### src/rtl/hazard_stall_ctrl_pkg.sv
// Shared pipeline constants for the hazard stall controller.
package hazard_stall_ctrl_pkg;

    localparam logic [4:0] REG_ZERO = 5'd0;

    typedef logic [0:0] state_t;
    localparam state_t RUN      = 1'b0;
    localparam state_t MDU_WAIT = 1'b1;

    localparam int unsigned MDU_LAT_DEFAULT = 4;

endpackage

### src/rtl/hazard_perf_cnt.sv
// Saturating event counter, used for the optional hazard statistics.
module hazard_perf_cnt #(
    parameter int unsigned W = 32
) (
    input  logic         clk_i,
    input  logic         rst_n,
    input  logic         inc_i,
    output logic [W-1:0] count_o
);

    logic [W-1:0] count_q;

    always_ff @(posedge clk_i or negedge rst_n) begin
        if (!rst_n) begin
            count_q <= '0;
        end else if (inc_i && (count_q != {W{1'b1}})) begin
            count_q <= count_q + W'(1);
        end
    end

    assign count_o = count_q;

endmodule

### src/rtl/hazard_stall_ctrl.sv
// Load-use / MDU-occupancy / branch-flush controller for the 5-stage pipeline.
// Define HAZARD_STALL_PERF_EN to add stall and flush event counters.
module hazard_stall_ctrl
    import hazard_stall_ctrl_pkg::*;
#(
    parameter int unsigned MDU_LAT = MDU_LAT_DEFAULT,
    parameter int unsigned CNT_W   = 4
) (
    input  logic       clk_i,
    input  logic       rst_n,
    input  logic [4:0] if_id_rs_i,
    input  logic [4:0] if_id_rt_i,
    input  logic       if_id_uses_rt_i,
    input  logic [4:0] id_ex_rt_i,
    input  logic       id_ex_memread_i,
    input  logic       id_ex_mdu_i,
    input  logic       branch_taken_i,
    output logic       pc_write_o,
    output logic       if_id_write_o,
    output logic       if_id_flush_o,
    output logic       id_ex_write_o,
    output logic       id_ex_flush_o,
    output logic       ex_mem_flush_o,
    output logic       mdu_busy_o
`ifdef HAZARD_STALL_PERF_EN
    ,
    output logic [31:0] stall_cycles_o,
    output logic [15:0] flush_events_o
`endif
);

    state_t           state_q, state_d;
    logic [CNT_W-1:0] cnt_q, cnt_d;
    logic             load_use;

    assign load_use = id_ex_memread_i && (id_ex_rt_i != REG_ZERO) &&
                      ((id_ex_rt_i == if_id_rs_i) ||
                       (if_id_uses_rt_i && (id_ex_rt_i == if_id_rt_i)));

    always_comb begin
        state_d        = state_q;
        cnt_d          = cnt_q;
        pc_write_o     = 1'b1;
        if_id_write_o  = 1'b1;
        if_id_flush_o  = 1'b0;
        id_ex_write_o  = 1'b1;
        id_ex_flush_o  = 1'b0;
        ex_mem_flush_o = 1'b0;
        mdu_busy_o     = (state_q == MDU_WAIT);

        if (!rst_n) begin
            pc_write_o     = 1'b0;
            if_id_write_o  = 1'b0;
            id_ex_write_o  = 1'b0;
            if_id_flush_o  = 1'b1;
            id_ex_flush_o  = 1'b1;
            ex_mem_flush_o = 1'b1;
            mdu_busy_o     = 1'b0;
        end else if (branch_taken_i) begin
            // Any MDU op in EX is younger than the branch and is squashed.
            if_id_flush_o  = 1'b1;
            id_ex_flush_o  = 1'b1;
            ex_mem_flush_o = 1'b1;
            state_d        = RUN;
            cnt_d          = '0;
        end else if (state_q == RUN) begin
            if (id_ex_mdu_i && (MDU_LAT >= 2)) begin
                pc_write_o     = 1'b0;
                if_id_write_o  = 1'b0;
                id_ex_write_o  = 1'b0;
                ex_mem_flush_o = 1'b1;
                state_d        = MDU_WAIT;
                cnt_d          = CNT_W'(MDU_LAT - 1);
            end else if (load_use) begin
                pc_write_o     = 1'b0;
                if_id_write_o  = 1'b0;
                id_ex_flush_o  = 1'b1;
            end
        end else begin
            if (cnt_q > CNT_W'(1)) begin
                pc_write_o     = 1'b0;
                if_id_write_o  = 1'b0;
                id_ex_write_o  = 1'b0;
                ex_mem_flush_o = 1'b1;
                cnt_d          = cnt_q - CNT_W'(1);
            end else begin
                // Release: EX/MEM captures the MDU result this cycle.
                state_d = RUN;
                cnt_d   = '0;
            end
        end
    end

    always_ff @(posedge clk_i or negedge rst_n) begin
        if (!rst_n) begin
            state_q <= RUN;
            cnt_q   <= '0;
        end else begin
            state_q <= state_d;
            cnt_q   <= cnt_d;
        end
    end

`ifdef HAZARD_STALL_PERF_EN
    hazard_perf_cnt #(
        .W(32)
    ) u_stall_cnt (
        .clk_i  (clk_i),
        .rst_n  (rst_n),
        .inc_i  (~pc_write_o),
        .count_o(stall_cycles_o)
    );

    hazard_perf_cnt #(
        .W(16)
    ) u_flush_cnt (
        .clk_i  (clk_i),
        .rst_n  (rst_n),
        .inc_i  (branch_taken_i),
        .count_o(flush_events_o)
    );
`endif

endmodule

### config.mk
export PLATFORM = sky130hd
export DESIGN_NAME = hazard_stall_ctrl
export DESIGN_NICKNAME = d
export VERILOG_FILES = /design/src/rtl/hazard_stall_ctrl_pkg.sv /design/src/rtl/hazard_perf_cnt.sv /design/src/rtl/hazard_stall_ctrl.sv
export SDC_FILE = /design/constraint.sdc
export NUM_CORES = 1
export LEC_CHECK = 0
export ABC_AREA = 0
export CORE_MARGIN = 2
export CORE_UTILIZATION = 36
export CTS_BUF_LIST = sky130_fd_sc_hd__clkbuf_16
export CTS_CLUSTER_DIAMETER = 150
export CTS_CLUSTER_SIZE = 8
export DETAILED_ROUTE_END_ITERATION = 10
export PLACE_DENSITY = 0.78
export RECOVER_POWER = 25
export SYNTH_ARGS = -nofsm -noshare
export SYNTH_HDL_FRONTEND = slang
export SYNTH_SLANG_ARGS = --single-unit
### constraint.sdc
create_clock -name clk_i -period 2.5 [get_ports clk_i]
set_input_delay 0.25 -clock clk_i [delete_from_list [all_inputs] [get_ports clk_i]]
set_output_delay 0.25 -clock clk_i [all_outputs]
set_load 0.03 [all_outputs]
Word-level counts from Yosys, hierarchy flattened --
Index checks and enable logic that the tools add are counted.
Word-level totals: bits in registers 5, input bits 21, output and inout bits 7, word-level logic and storage cells 41
Cells by class: add/sub/neg operators 1, $lt $le $gt $ge 1, equality and inequality tests 2, multiplexer cells 28, reductions and logical operators 7
Operators with widths (number):
- $mux W1 | 24
- $mux W4 | 4
- $eq A5 B5 Y1 | 2
- $reduce_bool A5 Y1 | 1
- $gt A4 B1 Y1 const B | 1
- $sub A4 B1 Y4 const B | 1
- $logic_and A1 B1 Y1 | 3
- $reduce_bool A3 Y1 | 1
- $reduce_and A2 Y1 | 1
- $logic_or A1 B1 Y1 | 1

Longest topological paths before layout --
depth after elaboration 9, depth in mapped cells 7, depth with buffers taken out 6

Worst setup path after synthesis --
Ideal clock, no wire load.
kind flip-flop to output port, from reg cnt_q[0], to out pc_write_o, arrival 1.978 ns, required time 2.250 ns, slack 0.272 ns, cell stages (with the launch flop) 8, path buffers 1, path through dfrtp_1 -> inv_1 -> ha_1 -> or2_2 -> a31o_2 -> o21a_1 -> o41a_1 -> buf_4
On the way: cells in the longest elaborated chain, start to end 5
Ends and longest elaborated chain:
- start: declaration | RTL line hazard_stall_ctrl.sv:33 | logic [CNT_W-1:0] cnt_q, cnt_d;
- start signal: assignment | RTL line hazard_stall_ctrl.sv:100 | cnt_q <= cnt_d;
- $gt A4 B1 Y1 | RTL line hazard_stall_ctrl.sv:80 | if (cnt_q > CNT_W'(1)) begin
- $mux W1 (4 in a row)
- end: declaration | RTL line hazard_stall_ctrl.sv:18 | output logic pc_write_o,
Every way passes these cells.

Worst setup path in the final report --
from reg cnt_q[0], to out pc_write_o
On the way: cells in the longest elaborated chain, start to end 5
Ends and longest elaborated chain:
- $gt A4 B1 Y1 | RTL line hazard_stall_ctrl.sv:80
- $mux W1 | RTL line hazard_stall_ctrl.sv:80
- $mux W1 | RTL line hazard_stall_ctrl.sv:66 | end else if (state_q == RUN) begin
- $mux W1 | RTL line hazard_stall_ctrl.sv:59 | end else if (branch_taken_i) begin
- $mux W1 | RTL line hazard_stall_ctrl.sv:51 | if (!rst_n) begin
Every way passes these cells.

==> summary.txt <==
Clocking
  – Post-CTS setup buffers: 0
  – Clock-pin slew on the worst setup and hold paths: roughly 0.030 ns
  – Root Driver: clkbuf_16
  – CTS tree: yes
  – Sink Count: 5
  – Post-CTS Hold Buffers: 0
  – Clk buf depth: 2
  – H-tree levels: 1
  – CTS Buf Count: 3
  – Worst-Skew Late Latency: around 0.23 ns

Global routing
  – Largest net degree at the start of global routing: 11
  – First-pass GRT wire length: 2.10 mm
  – Gr usage total: between 15 and 20%
  – Initial antenna violation count: 0
  – GRT Residual Overflow: 0
  – Number of global-route vias before repair: 528

Detailed routing
  – Pre-Repair DR Iteration Count: 4
  – DRC violations left: 0
  – Via-to-Cell Ratio: between 5 and 6
  – Drt total wl: 1.46 mm
  – Per-cell routed wire length: around 14 µm
  – Initial DRC count: 13
  – Vias: around 570
  – DRT antenna net count: 0

Layout
  – Cell Count, Final, Fillers Out: ~110
  – Diodes inserted: 0
  – Area Growth Syn to Fin: 79.4%
  – Layout cell share with drive strength beyond 1: 14.1%
  – FILL cells: 121
  – Most frequent cells in the layout: clkdlybuf4s50_1, xor2_1, buf_4
  – Nets: between 100 and 150
  – Most common cell after layout, fill and taps aside: clkdlybuf4s50_1

STA
  – Fin crit share: a little under 100%
  – Slew Limit Fails: 0
  – Fmax: 413 MHz
  – Worst clock skew: 0.00282 ns
  – Final Hold Viols: 0
  – Final Setup Violations: 0
  – Max transition margin: between 50% and 60%
  – RSZ-0062 raised after global routing: yes
  – Final min period: about 2.4 ns
  – Slew @ Worst Pin: 0.661 ns
  – WHS: around 0.53 ns

Power and ir drop
  – Clock power frac: 47.5%
  – Pwr per Cell Area: 614 nW/µm²
  – P_int: roughly 0.00039 W
  – Logic pwr share: between 30% and 40%
  – Leakage: ~0.38 nW
  – Psw: approximately 0.00015 W
  – Sequential share of power: around 20%
  – Worst IR drop on VDD: around 0.00036 V
  – Sw Share: ~28%

Die
  – Die height: roughly 41 µm
  – Die area: approximately 1700 µm²
  – Core Box Area: about 1300 µm²
  – Row Count: 13
  – Die width: roughly 40 µm
  – Initial Util: 38.3%
  – Num ports: 28

Setup path
  – CP Capture Type: output pin
  – CP max FO: 5
  – Critical-path cell list: inv_1 -> ha_1 -> or2_2 -> a31o_2 -> o21a_1 -> o41a_1 -> dlygate4sd2_1
  – WP data required: 2.25 ns
  – Worst r2r src: cnt_q[0]
  – Critical path type: reg2out
  – Slowest cell delay on critical path: 0.41 ns
  – Startpoint type of the worst setup path: register
  – Slowest CP cell: dfrtp_1
  – Worst EP arrival: roughly 2.2 ns
  – Reg-to-Reg End: cnt_q[3]
  – Critical path origin: cnt_q[0]
  – Internal reg-to-reg setup slack: 0.59 ns
  – Reg2reg path depth: 7

Worst hold path
  – Worst hold path class: reg2reg
  – Hold_sp: cnt_q[1]
  – Hold path depth: 1
  – WHS Endpoint: cnt_q[1]

Yosys
  – Cells after synthesis: 57
  – Cell area after synthesis: approximately 490 µm²
  – Yosys reg bits: 5
  – Synth Flop Type: dfrtp_1
  – Post-synth EDFFs: 0
  – Seq/Total Area, Yosys: between 20% and 30%
  – Mean area per synthesized cell: approximately 8.6 µm²
  – Unique masters post-synth: 30
  – Top post-synthesis cells by area: dfrtp_1, xor2_1, ha_1
  – Area leader, netlist: dfrtp_1
  – Syn. warnings: 0
  – Syn_nets: 80
  – Asr flop ratio synth: 100%
  – Synth top area share: 25.4%

Placement
  – Routability Congestion: ~0.73
  – IO Port Bufs: 27
  – Inst Count DP: about 100
  – Dpl hpwl: approximately 1.2 mm

Run
  – Max cap viols: 0

Status
  – Status: finished clean
-- critical path, delay by kind of cell (launching register included) --
| kind | cells | cell delay, ns |
|---|---|---|
| fa+ha+maj | 1 | 0.22 |
| flops | 1 | 0.41 |
| buf+inv | 2 | 0.42 |
| compound gates | 3 | 0.59 |
| simple gates | 1 | 0.31 |
-- worst max-delay path by stage --
stage                                 to  slack [ns]  cells past startpoint
after floorplan               pc_write_o        0.27                      7
after global placement     if_id_write_o       -0.08                      5
after detailed placement      pc_write_o       -0.11                      5
after CTS                 ex_mem_flush_o        0.03                      6
after global routing       if_id_write_o       -0.02                      7
final                         pc_write_o        0.08                      7
-- per-layer routing --
metal	vias to the layer above	part of all wire (%)	wire length [µm]	track usage, %
met5	-	0	0	0
met4	0	0	0	5.00
met3	0	5.7	83	3.80
met2	27	59	853	41.4
met1	269	36	521	18.8
li1	277	-	-	-
-- flip-flops by register name (all words and copies together), names as in the netlist --
register	cells
cnt_q	4
state_q	1
-- synth_stat cells, types with 2 or more instances --
library cell / instances
inv_1: 4
nor2_1: 5
o21ai_0: 2
dfrtp_1: 5
xor2_1: 9
ha_1: 2
buf_4: 2
nand2_1: 5
o41ai_1: 2
-- timing repair --
action | 4_1_cts | 5_1_grt
setup endpoints to repair | 3 | 3
gates resized for setup | 3 | 1
hold endpoints to repair | 0 | 0
-- stage by stage --
step	setup WS (ns)	power [W]	util [%]	instance area, µm²	TNS (ns)
after CTS	0.0271	0.000543	68.7	883	0
final	0.0776	0.000541	68.6	882	0
after global placement	-0.0823	0.000281	62.9	808	-0.163
after detailed placement	-0.109	0.000287	62.9	808	-0.211
after floorplan	0.272	0.000202	-	492	0
after global routing	-0.0177	0.000565	68.6	882	-0.0329
-- power by group through the flow --
stage | Combinational, W | Sequential, W | Clock [W]
final | 0.000178 | 0.000106 | 0.000257
after global placement | 0.000175 | 0.000106 | 0
after floorplan | 0.000103 | 0.0000984 | 0
after detailed placement | 0.000180 | 0.000106 | 0
after global routing | 0.000193 | 0.000108 | 0.000264
after CTS | 0.000179 | 0.000106 | 0.000259
-- layout make-up --
| cell class | instances | area (µm²) | share of cell area (%) |
|---|---|---|---|
| Timing Repair Buffer | 33 | 308 | 34.9 |
| Clock buffer | 3 | 75.1 | 8.51 |
| Inverter | 4 | 15.0 | 1.70 |
| Clock inverter | 1 | 3.75 | 0.426 |
| Sequential cell | 5 | 125 | 14.2 |
| Multi-Input combinational cell | 46 | 337 | 38.2 |
| Tap cell | 15 | 18.8 | 2.13 |
-- logic make-up after synthesis --
logic type	count (synthesis)	share of synthesized area, %
and+or+nand+nor	19	20.4
buffers and inverters	6	6.11
DFF	5	25.4
AOI/OAI and AO/OA	14	23.2
xor gates and xnor gates	10	17.8
muxes	1	2.04
adders and majority gates	2	5.09
(Power assumes the default switching activity.)
==> patch: new RTL, config.mk and constraints unchanged <==
Build with the macro `HAZARD_STALL_PERF_EN` defined.
--- a/src/rtl/hazard_stall_ctrl.sv
+++ b/src/rtl/hazard_stall_ctrl.sv
@@ -1,4 +1,6 @@
 // Load-use / MDU-occupancy / branch-flush controller for the 5-stage pipeline.
 // Define HAZARD_STALL_PERF_EN to add stall and flush event counters.
+`define HAZARD_STALL_PERF_EN
+
 module hazard_stall_ctrl
     import hazard_stall_ctrl_pkg::*;
Check against the original RTL (old outputs only; new: flush_events_o and stall_cycles_o): equivalent (Yosys induction, for registers that start in step).
==> patch against the original RTL <==
Cell count grew to 4.3 times the old value; synthesized area grew to 5.6 times the old value; first-iteration DRC count grew to 6.3 times the old value; sequential cell count grew 48; power grew to 5.0 times the old value; critical path depth grew 1; global-route usage shrank 3.9 points; register-to-register slack lost 410 ps; design area grew to 4.4 times the old value; setup slack gained 92 ps; wire length grew to 4.5 times the old value; non-clock buffer count grew 57.
==> patch: results <==
export IMPL_status="complete, no violations"
export IMPL_antenna_found_initial=0
export IMPL_synth_cell_types=41
export IMPL_synth_nets=292
export IMPL_grt_pass1_wl_um=10900
export IMPL_yosys_top_cells_count="dfrtp_1 (53), xnor2_1 (35), nand2_1 (32), nand4_1 (19), xor2_1 (19)"
export IMPL_via_count=2351
export IMPL_drv_cap=0
export IMPL_io_buffer_count=75
export IMPL_power_leakage_nw=1.66
export IMPL_cp_slowest_stage_delay_ps=520
export IMPL_worstMarginPinSlew_ps=1120
export IMPL_place_gp_congestion=0.880
export IMPL_drive_gt1_frac=0.106
export IMPL_grt_pass1_vias=2296
export IMPL_via_per_inst=5.12
export IMPL_crit_fanout=3
export IMPL_fill_cells=663
export IMPL_yosys_top_cells_area="dfrtp_1 (48%), xnor2_1 (11%), xor2_1 (6.0%)"
export IMPL_ys_seq_area_frac=0.482
export IMPL_drtIter0Drc=82
export IMPL_grt_max_degree=46
export IMPL_root_buffer="clkbuf_16"
export IMPL_routedWlPerCell_um=14.2
export IMPL_drtPass1Iterations=4
export IMPL_place_ws_ps=-46.5
export IMPL_clk_pin_slew_worst_paths_ps=70
export IMPL_arrival_ps=2080
export IMPL_clkLatencyLatePin_ps=290
export IMPL_largest_reg_flops=32
export IMPL_clock_path_buffers=2
export IMPL_ys_warn_count=0
export IMPL_synthArstFlopShare=1.00
export IMPL_htree_levels=2
export IMPL_vdd_drop_max_mv=0.308
export IMPL_avgSynthCellArea_um2=10.3
export IMPL_synth_top_flop_cell="dfrtp_1"
export IMPL_grt_util_all_layers=0.160
export IMPL_slowest_stage="or4_1"
export IMPL_dpl_cell_count=448
export IMPL_holdCritPathClass="in2async"
export IMPL_final_nets=384
export IMPL_cts_made_buffers=5
export IMPL_hpwl_um=4890
export IMPL_diodes=0
export IMPL_finClkSkew_ps=7.91
export IMPL_critPathTopFamily="buffers and inverters"
patch: cells by family (layout without fill, tap and decap cells):
family,after synthesis,count (layout),share of synthesized area
AND/OR/NAND/NOR,122,122,0.232
XOR/XNOR,54,54,0.172
flip-flops,53,53,0.482
AO/OA/AOI/OAI,19,19,0.0604
buffers and inverters,12,105,0.0236
adder cells (fa/ha/maj),4,4,0.0182
multiplexers,3,3,0.0123
patch: path summary, 6_finish.rpt:
kind / startpoint / endpoint / slack [ps] / cells past startpoint
max: id_ex_rt_i[2] / pc_write_o / 170 / 8
min in group clk_i: u_stall_cnt.count_o[26]$_DFFE_PN0P_ / u_stall_cnt.count_o[26]$_DFFE_PN0P_ / 490 / 1
max reg2reg: u_stall_cnt.count_o[0]$_DFFE_PN0P_ / u_stall_cnt.count_o[9]$_DFFE_PN0P_ / 180 / 8
max in group asynchronous: rst_n / cnt_q[2]$_DFFE_PN0P_ / 750 / 3
min reg2reg: u_stall_cnt.count_o[26]$_DFFE_PN0P_ / u_stall_cnt.count_o[26]$_DFFE_PN0P_ / 490 / 1
min: rst_n / u_stall_cnt.count_o[24]$_DFFE_PN0P_ / 380 / 2
patch: report_power, final:
part	switching, mW	internal, mW
combinational	0.495	0.414
clock	0.299	0.368
sequential	0.146	0.972
patch: layout make-up:
cell class / instances / area, µm² / area share
timing repair buffer: 90 / 866 / 0.224
sequential: 53 / 1330 / 0.343
clock buffer: 5 / 125 / 0.0323
inverter: 7 / 26.3 / 0.00679
multi-input combinational: 202 / 1390 / 0.358
tap: 99 / 124 / 0.0320
clock inverter: 3 / 17.5 / 0.00452
patch: worst register-to-register path: stages (launching register included):
cell	delay, ps
dfrtp_1	350
ha_1	230
and2_1	220
nand4_4	160
or3_1	490
buf_4	190
o221a_4	320
nand4_1	160
xnor2_1	120
patch: metal layers:
layer	vias up	wire (µm)	track usage	part of all wire
li1	1122	-	-	-
met1	1157	3050	0.214	0.47
met2	70	3150	0.263	0.48
met3	2	321	0.0465	0.049
met4	0	16	0.0227	0.0024
met5	-	0	0	0
patch: stage by stage:
step | hold slack [ps] | area [µm²] | util
after detailed placement | 149 | 3670 | 0.501
after floorplan | -45.6 | 2750 | -
after global placement | 146 | 3670 | 0.501
after global routing | 409 | 3870 | 0.528
final | 381 | 3870 | 0.528
after CTS | 379 | 3830 | 0.523
patch: repair_timing:
| action | 4_1_cts | 5_1_grt |
|---|---|---|
| hold buffers | 1 | 0 |
| setup endpoints to repair | 4 | 13 |
| pin swaps | 0 | 1 |
| gates resized for setup | 3 | 4 |
| buffers inserted | 0 | 2 |
| hold endpoints to repair | 8 | 0 |
